===== src/rtl/debug_dump_tx_pkg.sv =====
// debug_dump_tx_pkg: shared FSM, phase and frame constants for the debug dump transmitter
package debug_dump_tx_pkg;
    typedef enum logic [2:0] {S_IDLE, S_HEADER, S_FETCH, S_LATCH, S_SEND, S_DONE} state_t;
    typedef enum logic [1:0] {PH_PC, PH_REG, PH_MEM} phase_t;
    localparam logic [7:0] FRAME_HEADER = 8'hA5;
endpackage


===== src/rtl/debug_dump_tx_word_serializer.sv =====
// word_serializer: loads a 32-bit word and hands it out MSB-first as 4 valid/ready bytes
module word_serializer (
    input  logic        clk,
    input  logic        rst,
    input  logic        load,
    input  logic [31:0] word,
    input  logic        tx_ready,
    output logic [7:0]  tx_data,
    output logic        tx_valid,
    output logic        last
);
    logic [31:0] shreg;
    logic [1:0]  cnt;
    always_ff @(posedge clk) begin
        if (rst) begin
            shreg    <= '0;
            cnt      <= '0;
            tx_valid <= 1'b0;
        end else if (load) begin
            shreg    <= word;
            cnt      <= '0;
            tx_valid <= 1'b1;
        end else if (tx_valid && tx_ready) begin
            shreg    <= {shreg[23:0], 8'h00};
            cnt      <= cnt + 2'd1;
            tx_valid <= cnt != 2'd3;
        end
    end
    assign tx_data = shreg[31:24];
    assign last    = tx_valid && tx_ready && cnt == 2'd3;
endmodule


===== src/rtl/debug_dump_tx.sv =====
// debug_dump_tx: serialises PC, register file and data memory into a UART byte frame
module debug_dump_tx
    import debug_dump_tx_pkg::*;
#(
    parameter int          DATA_WIDTH = 32,
    parameter int          NREGS      = 32,
    parameter int          MEM_WORDS  = 32,
    parameter logic [7:0]  HEADER     = FRAME_HEADER
) (
    input  logic                         i_clock,
    input  logic                         i_reset,
    input  logic                         i_dump_start,
    input  logic [DATA_WIDTH-1:0]        i_pc,
    output logic [4:0]                   o_reg_addr,
    input  logic [DATA_WIDTH-1:0]        i_reg,
    output logic [$clog2(MEM_WORDS)-1:0] o_mem_addr,
    input  logic [DATA_WIDTH-1:0]        i_mem,
    output logic                         o_reg_send,
    output logic                         o_mem_send,
    output logic [7:0]                   o_tx_data,
    output logic                         o_tx_valid,
    input  logic                         i_tx_ready,
    output logic                         o_busy,
    output logic                         o_done
);
    localparam int MAW = $clog2(MEM_WORDS);
    state_t         state, state_next;
    phase_t         phase;
    logic [4:0]     reg_idx;
    logic [MAW-1:0] mem_idx;
    logic [7:0]     ser_data;
    logic           ser_valid, ser_last, word_end, last_word;
    assign word_end  = state == S_SEND && ser_last;
    assign last_word = phase == PH_MEM && mem_idx == MAW'(MEM_WORDS - 1);
    always_ff @(posedge i_clock) begin
        if (!i_reset) state <= S_IDLE;
        else          state <= state_next;
    end
    // index counters saturate at the last word of each phase
    always_ff @(posedge i_clock) begin
        if (!i_reset || (state == S_IDLE && i_dump_start)) begin
            phase   <= PH_PC;
            reg_idx <= '0;
            mem_idx <= '0;
        end else if (word_end) begin
            if (phase == PH_PC) phase <= PH_REG;
            else if (phase == PH_REG) begin
                if (reg_idx == 5'(NREGS - 1)) phase <= PH_MEM;
                else                          reg_idx <= reg_idx + 5'd1;
            end else if (!last_word) mem_idx <= mem_idx + 1'b1;
        end
    end
    always_comb begin
        state_next = state;
        case (state)
            S_IDLE:   state_next = i_dump_start ? S_HEADER : S_IDLE;
            S_HEADER: state_next = i_tx_ready ? S_FETCH : S_HEADER;
            S_FETCH:  state_next = S_LATCH;
            S_LATCH:  state_next = S_SEND;
            S_SEND:   state_next = !ser_last ? S_SEND : last_word ? S_DONE : S_FETCH;
            default:  state_next = S_IDLE;
        endcase
    end
    assign o_busy     = state != S_IDLE;
    assign o_done     = state == S_DONE;
    assign o_reg_send = state == S_FETCH && phase == PH_REG;
    assign o_mem_send = state == S_FETCH && phase == PH_MEM;
    assign o_reg_addr = reg_idx;
    assign o_mem_addr = mem_idx;
    assign o_tx_valid = state == S_HEADER || ser_valid;
    assign o_tx_data  = state == S_HEADER ? HEADER : ser_data;
    word_serializer u_ser (
        .clk      (i_clock),
        .rst      (!i_reset),
        .load     (state == S_LATCH),
        .word     (phase == PH_PC ? i_pc : phase == PH_REG ? i_reg : i_mem),
        .tx_ready (i_tx_ready),
        .tx_data  (ser_data),
        .tx_valid (ser_valid),
        .last     (ser_last)
    );
endmodule


===== config.mk =====
export PLATFORM = sky130hd
export DESIGN_NAME = debug_dump_tx
export DESIGN_NICKNAME = d
export VERILOG_FILES = /design/src/rtl/debug_dump_tx_pkg.sv /design/src/rtl/debug_dump_tx_word_serializer.sv /design/src/rtl/debug_dump_tx.sv
export SDC_FILE = /design/constraint.sdc
export NUM_CORES = 1
export LEC_CHECK = 0
export BUFFER_PORTS_ARGS = -buffer_cell sky130_fd_sc_hd__buf_2
export CELL_PAD_IN_SITES_DETAIL_PLACEMENT = 0
export CELL_PAD_IN_SITES_GLOBAL_PLACEMENT = 1
export CORE_MARGIN = 3
export CORE_UTILIZATION = 36
export DETAILED_ROUTE_END_ITERATION = 8
export PLACE_DENSITY_LB_ADDON = 0.1
export SYNTH_ARGS = -nofsm -noshare
export SYNTH_HDL_FRONTEND = slang
export SYNTH_SLANG_ARGS = --single-unit

===== constraint.sdc =====
create_clock -name i_clock -period 2.6 [get_ports i_clock]
set_input_delay 0 -clock i_clock [delete_from_list [all_inputs] [get_ports i_clock]]
set_output_delay 0 -clock i_clock [all_outputs]
set_load 0.05 [all_outputs]

### After elaboration in Yosys (flattened, before gate mapping)

Index checks and enable logic that the tools add are counted.

* divide/modulo/power cells: 0
* multiplexer cells: 15
* multiply operators: 0
* equality and inequality tests: 11
* reduce and logical (&&, ||, !) cells: 20
* shift operators: 0
* $lt $le $gt $ge: 0
* $add $sub $neg: 3
* bitwise gates (word level): 5

Operators with widths (number)
* $mux W32: 4
* $pmux W3 S5: 1
* $add A5 B1 Y5 const B: 2
* $eq A5 B5 Y1 const B: 2
* $mux W2: 4
* $mux W8: 1
* $reduce_and A4 Y1: 2
* $logic_and A1 B1 Y1: 7
* $eq A3 B2 Y1 const B: 2
* $eq A3 B3 Y1 const B: 2
* $mux W3: 2
* $reduce_bool A2 Y1: 3
* $not A1 Y1: 5
* $eq A2 B2 Y1 const B: 2
* $eq A3 B1 Y1 const B: 1
* $logic_not A3 Y1: 1
* $mux W1: 3
* $reduce_and A3 Y1: 1
* $reduce_bool A3 Y1: 1
* $add A2 B1 Y2 const B: 1
* $eq A2 B1 Y1 const B: 1
* $logic_not A2 Y1: 1
* $logic_or A1 B1 Y1: 2
* $ne A2 B2 Y1 const B: 1
* other kinds (2): 2

* input bits: 100
* output and inout bits: 23
* memory bits (writable): 0
* register bits after elaboration: 50
* bits in read-only memories: 0
* memories kept: 0
* latch bits: 0
* word-level logic and storage cells: 61

### Depth between registers and ports, before layout

* depth in word-level cells: 5
* depth in mapped cells: 7
* mapped depth without buffers: 6

### Cells and area by module

From an unflattened synthesis, not the netlist that was laid out.

* cell total of the unflattened synthesis: 409
* area total of the unflattened synthesis: 3427.0 um2

By module, submodules not included
* word_serializer: cells each 193, instances 1, seq. area each 700.7 um2, area each 1878.1 um2
* debug_dump_tx: cells each 216, instances 1, seq. area each 300.3 um2, area each 1549.0 um2

### Worst setup path before layout

No wires, ideal clock.

* path kind: reg-to-reg
* start: register reg_idx[0], in the netlist o_reg_addr[0]
* end: register reg_idx[0], in the netlist o_reg_addr[0]
* cell stages (with the launch flop): 7
* buffers on the path: 0
* period minus slack after synthesis: 2.263 ns
* slack: 0.337 ns
* arrival: 2.196 ns
* cell sequence: dfxtp_1 > ha_1 > and3_1 > ha_1 > or3b_2 > or4_4 > a21oi_2

* longest elaborated chain between the ends: 3
* elaborated cells between the ends (all ways): 4

RTL lines
* from (decl): RTL line debug_dump_tx.sv:29 `logic [4:0] reg_idx;`
* from (signal assigned): RTL line debug_dump_tx.sv:49 `else reg_idx <= reg_idx + 5'd1;`
* parallel branches: the longest is 3 deep, another holds $add A5 B1 Y5

Several ways; the timed one is not identified.
A chain may end at the register's enable or synchronous reset.

### Final worst setup path

Same ends and word-level chain as after synthesis.

==> key figures <==
Status
  – Status: finished, final reports clean

Detailed routing
  – First drt pass iteration count: 4
  – ANT nets after route: 0
  – Per-cell routed wire length: 15.5 um
  – Via density: 5.28
  – Drt first-iter violations: 190
  – WL final: 8580 um
  – Number of remaining DRC errors: 0
  – Total number of vias: 2924

Logic synthesis
  – Synth Cell Area: 3140 um^2
  – Xor/xnor cell area share of the yosys netlist: 0.279%
  – Syn nets: 444
  – Mux cell area share after synthesis: 23.9%
  – Mapped Cells: 339
  – Register area share after synthesis: 31.9%
  – Ys Warns: 0
  – Library cells used by synthesis: 42
  – #FFs+latches synth: 50
  – Syn_area_per_cell: 9.27 um^2
  – Simple-Gate Fraction of Synth Area: 18.9%
  – Adder-Cell Fraction of Synth Area: 1.99%
  – Main combinational cell family by area after synthesis: multiplexers
  – Complex-gate fraction of the synthesized area: 18.4%

CTS
  – Clock Path Buffers: 2
  – CTS tree: done
  – Worst-Skew Late Latency: 310 ps
  – Total CTS buffers: 5
  – H-tree levels: 2
  – Post-CTS Setup Bufs: 0
  – Clock transition at path regs: 100 ps
  – Clock sinks: 50
  – Clk root buf: clkbuf_8

Place
  – Hpwl dp: 6210 um
  – Port Buf Inserts: 122
  – GP Congestion: 0.750
  – Placed Instances: 539
  – Dpl ws: 501 ps
  – Placed inst area: 3810 um^2

Setup path
  – Req. time, crit path: 2840 ps
  – Launch point of the worst reg-to-reg path: o_reg_addr[0]$_SDFFE_PP0P_
  – Crit path max fanout: 6
  – FF-to-FF End: o_reg_addr[0]$_SDFFE_PP0P_
  – Critical Path Start: o_reg_addr[0]$_SDFFE_PP0P_
  – Critical Path Sink: o_reg_addr[0]$_SDFFE_PP0P_
  – Crit start category: register
  – R2r worst-path depth: 6
  – CP Capture Type: register
  – Flop2flop setup slack: 470 ps
  – CP arrival: 2370 ps
  – Type of the worst setup path: register to register

GRT
  – Met2 Usage GRT: 28.2%
  – GR Util met1: 24.0%
  – First-pass GRT wire length: 14000 um
  – Largest net degree at the start of global routing: 50
  – Gr usage total: 17.3%
  – Initial antenna violation count: 0
  – Gr ovfl total: 0
  – Global routing's busiest layer: met2
  – Vias in the first global route: 2840
  – Grt met3 use: 2.10%

Timing
  – Post-route setup slack: 473 ps
  – Final Hold Viols: 0
  – Tightest Pin Transition: 674 ps
  – Slew Limit Fails: 0
  – Fin crit share: 81.8%
  – RSZ-0062 raised after global routing: false
  – Total negative slack: 0 ps
  – Max_slew headroom: 55.1%
  – Fin Clk Skew: 13.3 ps
  – Fmax: 470 MHz
  – Final setup viols: 0
  – Period minus WS final: 2130 ps

Final layout
  – Fraction of layout cells with a size suffix above 1: 41.2%
  – Finished Layout Cells: 554
  – Design area: 3990 um^2
  – Nets: 553
  – Area growth from synthesis to layout: 27.1%
  – Fillers: 863
  – Seq. cell area: 1000 um^2
  – Diodes inserted: 0
  – Area of the multi-input gates: 1990 um^2

Pwr
  – Pwr/cell area: 406 nW/um^2
  – Largest vdd supply drop: 220 uV
  – P_leak: 1.96 nW

Worst hold path
  – Hold crit path type: primary input to register

Floorplanning
  – Starting Density: 37.7%
  – Row Count: 33
  – Die X: 99.4 um
  – Core area: 8340 um^2
  – Ports: 123
  – Die area: 9880 um^2
  – Die Y: 99.4 um

Job
  – Max-Cap Viols: 0
[state kept, by name, indices dropped and copies added, names as in the netlist]
signal,cells
u_ser.cnt,2
phase,2
state,3
u_ser.tx_valid,1
o_mem_addr,5
u_ser.shreg,32
o_reg_addr,5
[cells in the final DEF (no fill, tap or decap), drive strengths merged, types with 4 or more instances in the layout]
cell	count
dfxtp	50
or3b	4
a21oi	8
mux2	32
o211ai	24
o211a	24
nand3b	7
dlygate4sd3	7
or2	5
clkbuf	5
ha	5
buf	129
nand3	11
o21ai	9
nor2b	5
mux2i	39
nand2	31
nor4	5
nand4	12
[layer usage]
layer	share of wire, %	wire length [um]
met1	46	3970
met2	48	4100
met3	4.5	386
met4	1.4	123
met5	0	0
[worst max-delay path: stages (launching register included)]
cell     delay [ps]
dfxtp_1         360
ha_1            220
and3_1          180
ha_1            230
or3b_2          510
or4_4           430
a21oi_2         130
[where the power goes]
group / internal (mW) / switching [mW]
registers: 0.780 / 0.0144
logic: 0.125 / 0.140
clock network: 0.287 / 0.276
[worst min path at each step]
stage               startpoint                          end  slack (ps)  depth (start not counted)
floorplan           i_tx_ready    u_ser.cnt[1]$_SDFFE_PP0N_         160                          2
global placement      i_mem[5]  u_ser.shreg[5]$_SDFFE_PN0P_         280                          3
detailed placement    i_mem[6]  u_ser.shreg[6]$_SDFFE_PN0P_         290                          3
CTS                 i_tx_ready    u_ser.cnt[1]$_SDFFE_PP0N_           8                          3
global route        i_tx_ready    u_ser.cnt[1]$_SDFFE_PP0N_          40                          3
finish              i_tx_ready    u_ser.cnt[1]$_SDFFE_PP0N_          20                          3
[repair_timing]
| action | in CTS | in global routing |
|---|---|---|
| endpoints found under the hold margin | 7 | 0 |
| hold buffers | 7 | 0 |
| gates resized for setup | 0 | 0 |
[cells in the mapped netlist (all sizes together)]
cell type	count	area, um^2
or3b	4	37.5
mux2i	39	390
o211ai	24	180
dfxtp	50	1000
nand3b	7	52.6
or3	1	6.26
or4b	1	10.0
nor3	3	15.0
ha	5	62.6
mux2	32	360
o31ai	3	22.5
nand2b	3	18.8
o21a	2	15.0
nand4b	1	8.76
or4	1	11.3
clkbuf	22	82.6
nor2	3	11.3
a21boi	1	7.51
and3b	3	26.3
a311oi	1	8.76
nand3	11	55.1
buf	12	61.3
or2	5	31.3
nor2b	5	31.3
a31oi	1	6.26
nor3b	3	22.5
a21oi	8	43.8
o211a	24	240
and3	3	18.8
nand2	31	116
o21bai	1	7.51
nand4	12	75.1
inv	1	3.75
nor4	5	37.5
o21ai	9	45.0
and4	1	8.76
xor2	1	8.76
[per-stage QoR]
| stage | hold slack [ps] | power, mW | util (%) |
|---|---|---|---|
| after global routing | 39.5 | 1.70 | 47.9 |
| after CTS | 8.20 | 1.65 | 47.9 |
| after detailed placement | 289 | 1.07 | 45.7 |
| after global placement | 285 | 1.07 | 45.7 |
| after floorplan | 159 | 0.961 | - |
| final | 22.5 | 1.62 | 47.9 |
[area by class of cell]
class | count | area share (%)
clock inverters | 3 | 1.13
flip-flops and latches | 50 | 25.1
multi-input cells | 254 | 50.0
well taps | 105 | 3.29
clock buffers | 5 | 1.72
inverters | 1 | 0.0940
repair buffers | 136 | 18.7
[cell families after synthesis]
logic type / count (synthesis)
xor+xnor: 1
flops: 50
compound gates: 74
fa+ha+maj: 5
simple gates: 103
buf+inv: 35
mux: 71
(Power assumes the default switching activity.)
